==> config.mk <==
export PLATFORM = sky130hd
export DESIGN_NAME = sdm_window_accumulator
export DESIGN_NICKNAME = d
export VERILOG_FILES = /design/src/rtl/sdm_window_accumulator.sv
export SDC_FILE = /design/constraint.sdc
export NUM_CORES = 1
export LEC_CHECK = 0
export ABC_CLOCK_PERIOD_IN_PS = 4100
export CAP_MARGIN = 20
export CORE_UTILIZATION = 40
export CTS_CLUSTER_SIZE = 24
export DETAILED_ROUTE_END_ITERATION = 10
export SETUP_SLACK_MARGIN = 0.1
export SLEW_MARGIN = 10
export SYNTH_ARGS = -nofsm -noshare
export SYNTH_HDL_FRONTEND = slang
export SYNTH_SLANG_ARGS = --single-unit
==> constraint.sdc <==
create_clock -name i_clk -period 4.1 [get_ports i_clk]
set_input_delay 1.23 -clock i_clk [delete_from_list [all_inputs] [get_ports i_clk]]
set_output_delay 1.23 -clock i_clk [all_outputs]
set_load 0.02 [all_outputs]
==> src/rtl/sdm_window_accumulator.sv <==
// sdm_window_accumulator
// Counts ones in the 1-bit sigma-delta bitstream over a window of
// 2^WINDOW_LOG2 enabled samples. At the end of each window the count is
// handed downstream through a one-entry valid/ready output register.
//
// Ports
//   i_clk      : clock, all registers update on its rising edge
//   i_rst_n    : synchronous active-low reset
//   i_en       : sample strobe, i_bit counted only when high
//   i_bit      : modulator bitstream sample
//   i_clr      : synchronous window restart, drops any pending result
//   i_ready    : downstream accepts o_data this cycle
//   o_data     : ones count of the last completed window (0..2^WINDOW_LOG2)
//   o_valid    : o_data holds an unaccepted result
//   o_overrun  : sticky, a completed window was dropped
//
// Output slot
//   state      | meaning
//   SLOT_EMPTY | no result pending, o_valid = 0
//   SLOT_FULL  | result held in o_data until accepted, o_valid = 1
module sdm_window_accumulator #(
   parameter int WINDOW_LOG2 = 7
) (
   input  logic                   i_clk,
   input  logic                   i_rst_n,
   input  logic                   i_en,
   input  logic                   i_bit,
   input  logic                   i_clr,
   input  logic                   i_ready,
   output logic [WINDOW_LOG2:0]   o_data,
   output logic                   o_valid,
   output logic                   o_overrun
);

   localparam int CW = WINDOW_LOG2;

   typedef enum logic {
      SLOT_EMPTY = 1'b0,
      SLOT_FULL  = 1'b1
   } slot_e;

   slot_e         slot_q, slot_d;
   logic [CW-1:0] smp_cnt_q, smp_cnt_d;
   logic [CW:0]   acc_q, acc_d;
   logic [CW:0]   data_q, data_d;
   logic          overrun_q, overrun_d;

   logic          win_end;
   logic          xfer;
   logic [CW:0]   result;

   always_comb begin
      win_end   = i_en && (smp_cnt_q == {CW{1'b1}});
      xfer      = (slot_q == SLOT_FULL) && i_ready;
      // One extra bit so an all-ones window reads exactly 2^WINDOW_LOG2.
      result    = acc_q + (CW+1)'(i_bit);

      slot_d    = slot_q;
      smp_cnt_d = smp_cnt_q;
      acc_d     = acc_q;
      data_d    = data_q;
      overrun_d = overrun_q;

      if (i_clr) begin
         slot_d    = SLOT_EMPTY;
         smp_cnt_d = '0;
         acc_d     = '0;
         data_d    = '0;
         overrun_d = 1'b0;
      end else begin
         if (i_en) begin
            // Counter wraps to 0 at window end, so the next sample opens
            // the new window with no gap.
            smp_cnt_d = smp_cnt_q + CW'(1);
            acc_d     = win_end ? '0 : result;
         end
         if (win_end) begin
            // A transfer in the same cycle frees the slot for the new result.
            if ((slot_q == SLOT_EMPTY) || xfer) begin
               data_d = result;
               slot_d = SLOT_FULL;
            end else begin
               overrun_d = 1'b1;
            end
         end else if (xfer) begin
            slot_d = SLOT_EMPTY;
         end
      end
   end

   always_ff @(posedge i_clk) begin
      if (!i_rst_n) begin
         slot_q    <= SLOT_EMPTY;
         smp_cnt_q <= '0;
         acc_q     <= '0;
         data_q    <= '0;
         overrun_q <= 1'b0;
      end else begin
         slot_q    <= slot_d;
         smp_cnt_q <= smp_cnt_d;
         acc_q     <= acc_d;
         data_q    <= data_d;
         overrun_q <= overrun_d;
      end
   end

   assign o_data    = data_q;
   assign o_valid   = (slot_q == SLOT_FULL);
   assign o_overrun = overrun_q;

endmodule
==> results.json, run 1 <==
{
  "status": "finished clean",
  "remaining_drc_errors": 0,
  "hpwl_mm": 1.44,
  "setup_violations": 0,
  "ys_ff_latch": 25,
  "netSwitchingFraction_pct": 21.0,
  "cp_data_arrival_time_ns": 2.91,
  "coreArea_um2": 2590,
  "die_height_um": 55.4,
  "vias": 858,
  "cp_top_family": "simple AND/OR/NAND/NOR gates",
  "cts.htree.levels": 1,
  "ir_worst_vdd_v": 0.000235,
  "cts_made_buffers": 3,
  "path_cells": "clkdlybuf4s50_1 -> buf_4 -> nand3_2 -> nor3_4 -> mux2i_1 -> nor2_1",
  "clk_pin_slew_ns": 0.13,
  "cts_tree": "yes",
  "path_max_fanout": 19,
  "p_leak_uw": 0.000440,
  "fin_tns_setup_ns": 0,
  "maxCapViolCount": 0,
  "grt_overflow_total": 0,
  "drtIter0Drc": 16,
  "min_path_type": "flip-flop to flip-flop",
  "powerDensity_nw_per_um2": 277,
  "cts_hold_buf": 0,
  "synth_cell_type_count": 32,
  "placed_cell_area_um2": 1300,
  "nets": 146,
  "synth-seq-area-share_pct": 43.9,
  "start_kind": "input port",
  "area_delta_synth_final_pct": 16.7,
  "gp_congestion": 0.760,
  "synthCells": 122,
  "portBuffers": 15,
  "pwr-share-seq_pct": 66.4,
  "wl_mm": 2.00,
  "multi_input_area_um2": 604,
  "clk_latency_ns": 0.31,
  "fmax_mhz": 367,
  "register_area_um2": 500,
  "p_comb_share_pct": 5.2,
  "grt.total_usage_pct": 14.4,
  "ios": 16,
  "postCtsSetupRepairBufs": 0,
  "drive_gt1_share_pct": 8.09,
  "pwr-share-clk_pct": 28.3,
  "clock-sinks": 25,
  "clock_path_buffers": 2,
  "worst-path-buf-inv": 2,
  "final-max-slew-violation-count": 0,
  "drtPass1Iterations": 4,
  "antenna_cells": 0,
  "grt_pass1_wl_mm": 3.59,
  "crit_path_top_delay_cell": "nor3_4",
  "min_period_ns": 2.72,
  "period_share_pct": 66.5,
  "relSlewSlack_pct": 46.0,
  "required_ns": 4.28,
  "netlist_area_um2": 1140,
  "cts_resized": 0,
  "fillers": 250,
  "finalHoldViolations": 0,
  "routedWlPerCell_um": 12.1,
  "internal_power_uw": 291,
  "drtAntennaViolNets": 0,
  "antenna_found_initial": 0,
  "worstMarginPinSlew_ns": 0.810,
  "max_stage_delay_ns": 0.54,
  "clock-root-buffer": "clkbuf_4",
  "die_area_um2": 3070,
  "ys_warn_count": 0,
  "avgSynthCellArea_um2": 9.34,
  "power_switching_uw": 77.3,
  "row_count": 18,
  "end_kind": "flip-flop",
  "routed_via_density": 5.17,
  "grt_pass1_vias": 802,
  "grt_setup_unrepaired": "false",
  "fin_worst_skew_ns": 0.00634,
  "die_x_um": 55.4,
  "grt_max_degree": 21,
  "synth.net_count": 131,
  "stdcell_area_um2": 1330,
  "initial_utilization_pct": 44.0,
  "crit_type": "input port to flip-flop"
}
## power by group through the flow
stage                     Sequential (uW)  Clock, uW  Combinational [uW]
after detailed placement              250          0                19.3
after CTS                             245        113                19.4
final                                 245        104                19.3
after global routing                  245        120                21.6
after floorplan                       250          0                12.2
after global placement                250          0                19.0
## logic make-up (layout without fill, tap and decap cells)
| logic type | after synthesis | after routing | share of synthesized area (%) |
|---|---|---|---|
| simple gates | 50 | 50 | 25.1 |
| xor+xnor | 11 | 11 | 8.45 |
| fa+ha+maj | 3 | 3 | 3.29 |
| compound gates | 22 | 22 | 12.6 |
| buf+inv | 7 | 21 | 3.07 |
| flops | 25 | 25 | 43.9 |
| mux | 4 | 4 | 3.51 |
## flip-flops by register name, summed over array words and instances (netlist names)
| name | flops |
|---|---|
| o_overrun | 1 |
| o_valid | 1 |
| o_data | 8 |
| acc_q | 8 |
| smp_cnt_q | 7 |
## layout make-up
class	instances	area share [%]
Multi-Input combinational cell	90	45.4
Sequential cell	25	37.6
Timing Repair Buffer	16	11.9
Tap cell	30	2.82
Clock buffer	4	1.98
Inverter	1	0.282
## worst reg2reg max path: stages (launching register included)
cell and delay (ns):
dfxtp_1 0.39, ha_1 0.21, nand3_2 0.14, nor3_4 0.54, mux2i_1 0.26, nor2_1 0.05
## metal layers
layer | share of wire, % | GRT usage, % | vias to the layer above
met5 | 0 | 0 | -
met4 | 0.60 | 5.36 | 0
met3 | 2.5 | 2.11 | 2
met2 | 45 | 23.1 | 12
met1 | 52 | 19.5 | 387
li1 | - | - | 457
## through the flow
stage          utilization [%]  cells  setup WS, ns  hold slack, ns  power (uW)
2_1_floorplan                -    122          1.83           0.449         262
3_3_place_gp              50.3    162          1.09           0.462         269
3_5_place_dp              50.3    162          1.03           0.465         270
4_1_cts                   51.4    166          1.38           0.492         377
5_1_grt                   51.4    166          1.26           0.513         386
6_report                  51.4    166          1.38           0.488         368
## synthesized netlist by cell type
master | instances | area (um^2)
a32o_1 | 3 | 30.0
nor3b_1 | 2 | 15.0
inv_1 | 1 | 3.75
nand2b_1 | 4 | 25.0
dfxtp_1 | 25 | 500
nor2b_1 | 2 | 12.5
a21oi_1 | 8 | 40.0
nor3_1 | 2 | 10.0
xnor2_1 | 6 | 52.6
and3_1 | 2 | 12.5
or3_1 | 1 | 6.26
a211oi_2 | 2 | 25.0
o21ai_0 | 8 | 40.0
clkbuf_1 | 3 | 11.3
nand4_1 | 2 | 12.5
or2_4 | 1 | 8.76
buf_1 | 1 | 3.75
nor3_4 | 1 | 16.3
nand2_1 | 5 | 18.8
nand4_4 | 1 | 21.3
and2_4 | 1 | 8.76
and2_1 | 1 | 6.26
nand3_1 | 7 | 35.0
nor2_1 | 16 | 60.1
ha_1 | 3 | 37.5
o32ai_1 | 1 | 8.76
buf_2 | 1 | 5.00
nand3_2 | 1 | 10.0
buf_6 | 1 | 11.3
nand3b_1 | 1 | 7.51
mux2i_1 | 4 | 40.0
xor2_1 | 5 | 43.8
## layout by cell type, fill, tap and decap left out, types with 2 or more instances in the layout
master           synthesis  final
nor3b_1                  2      2
a32o_1                   3      3
nand2_1                  5      5
ha_1                     3      3
mux2i_1                  4      4
nor2_1                  16     16
clkdlybuf4s50_1          0     15
nor3_1                   2      2
nor2b_1                  2      2
xor2_1                   5      5
clkbuf_4                 0      3
xnor2_1                  6      6
a211oi_2                 2      2
o21ai_0                  8      8
and3_1                   2      2
a21oi_1                  8      8
nand2b_1                 4      4
dfxtp_1                 25     25
nand3_1                  7      7
nand4_1                  2      2
## worst paths after layout
| check | startpoint | end | slack, ns | cells past startpoint |
|---|---|---|---|---|
| worst min register to register | acc_q[0] | acc_q[0] | 0.49 | 2 |
| worst min-delay path | acc_q[0] | acc_q[0] | 0.49 | 2 |
| worst max-delay path | i_en | o_data[0] | 1.38 | 6 |
| worst max register to register | smp_cnt_q[0] | o_data[0] | 2.40 | 5 |
(Power assumes the default switching activity.)
==> run 2, diff against run 1 <==
Settings changed: ABC_CLOCK_PERIOD_IN_PS 4100 to 2900.
Clock period 4.1 ns to 2.9 ns, I/O delays scaled along.
==> run 2 against run 1 <==
Against the previous run: register-to-register slack got worse by 1.1 ns; global-route usage rose by 1.1 points; non-clock buffer count rose by 2; sequential power rose by 41%; largest power group unchanged.
==> results.json, run 2 (synthesis gave the netlist of run 1 again) <==
{
  "nets": 148,
  "antenna_found_initial": 0,
  "cts.htree.levels": 1,
  "min_period_ns": 2.16,
  "initial_utilization_pct": 44.0,
  "stdcell_area_um2": 1350,
  "start_kind": "flip-flop",
  "min_path_type": "flip-flop to flip-flop",
  "finalHoldViolations": 0,
  "antenna_cells": 0,
  "vias": 900,
  "p_leak_uw": 0.000453,
  "fin_worst_skew_ns": 0.000944,
  "ir_worst_vdd_v": 0.000262,
  "end_kind": "primary output",
  "routedWlPerCell_um": 12.7,
  "drtPass1Iterations": 4,
  "required_ns": 2.03,
  "drt-met1-wl_mm": 1.05,
  "die_height_um": 55.4,
  "hold_path.startpoint": "acc_q[0]",
  "clock-sinks": 25,
  "path_cells": "clkdlybuf4s50_1",
  "fin_tns_setup_ns": 0,
  "portBuffers": 15,
  "max_stage_delay_ns": 0.61,
  "worstReg2RegStart": "smp_cnt_q[0]",
  "powerDensity_nw_per_um2": 394,
  "cp_top_family": "buffers and inverters",
  "grt_pass1_wl_mm": 3.82,
  "worst-path-buf-inv": 1,
  "row_count": 18,
  "drtAntennaViolNets": 0,
  "placed_cell_area_um2": 1320,
  "period_share_pct": 74.4,
  "clock_path_buffers": 2,
  "crit_type": "flip-flop to primary output",
  "final_core_util_pct": 52.0,
  "remaining_drc_errors": 0,
  "grt_pass1_vias": 889,
  "gp_congestion": 0.793,
  "final_common_cell": "dfxtp_1",
  "die_x_um": 55.4,
  "hpwl_mm": 1.55,
  "hold_ws_ns": 0.489,
  "ios": 16,
  "wl_mm": 2.13,
  "cts_tree": "yes",
  "grt_setup_unrepaired": "false",
  "crit_path_top_delay_cell": "clkdlybuf4s50_1",
  "layout_common_cells": "25 x dfxtp_1, 16 x nor2_1, 15 x clkdlybuf4s50_1",
  "final-max-slew-violation-count": 0,
  "path_max_fanout": 2,
  "drtIter0Drc": 19,
  "cts_made_buffers": 3,
  "fmax_mhz": 463,
  "cp_data_arrival_time_ns": 1.29,
  "grt_overflow_total": 0,
  "drive_gt1_share_pct": 10.1,
  "clk_pin_slew_ns": 0.13,
  "setup_violations": 0,
  "die_area_um2": 3070,
  "grt_max_degree": 19,
  "area_delta_synth_final_pct": 18.1,
  "maxCapViolCount": 0,
  "clk_latency_ns": 0.32,
  "dp.cells": 164,
  "grt.total_usage_pct": 15.5,
  "critPathLaunch": "o_data[4]",
  "finalNonFillerCells": 168,
  "postCtsSetupRepairBufs": 0,
  "cts_hold_buf": 0,
  "wl_met2_um": 978,
  "coreArea_um2": 2590,
  "cts_resized": 0,
  "worstMarginPinSlew_ns": 0.558,
  "fillers": 261,
  "relSlewSlack_pct": 62.7,
  "met3_length_um": 70,
  "clock-root-buffer": "clkbuf_4",
  "highest_layer": "met4",
  "routed_via_density": 5.36,
  "status": "finished clean"
}
-- run 2: path summary, 6_finish.rpt --
check              end  slack [ns]  cells past startpoint
max          o_data[4]        0.74                      1
min           acc_q[0]        0.49                      2
max reg2reg  o_data[2]        1.29                      6
min reg2reg   acc_q[0]        0.49                      2
-- run 2: metal layers --
| metal | vias up | track usage, % |
|---|---|---|
| met4 | 0 | 6.43 |
| li1 | 458 | - |
| met1 | 420 | 20.8 |
| met2 | 18 | 24.8 |
| met3 | 4 | 2.11 |
| met5 | - | 0 |
-- run 2: report_power, final --
| group | internal, uW | switching (uW) | leakage [uW] |
|---|---|---|---|
| logic | 13.9 | 14.4 | 0.000234 |
| registers | 345 | 1.24 | 0.000202 |
| clock network | 51.7 | 104 | 0.0000177 |
| total | 411 | 119 | 0.000453 |
-- run 2: layout make-up --
type	instances	area (um^2)	area share (%)
Multi-Input combinational cell	90	604	44.9
Sequential cell	25	500	37.2
Timing Repair Buffer	18	173	12.8
Tap cell	30	37.5	2.79
Clock buffer	3	22.5	1.67
Clock inverter	1	5.00	0.372
Inverter	1	3.75	0.279
-- run 2: metrics by stage --
step	setup slack [ns]	power, uW
after floorplan	0.988	371
after global placement	0.467	382
after detailed placement	0.423	382
after CTS	0.719	538
after global routing	0.636	555
final	0.742	530
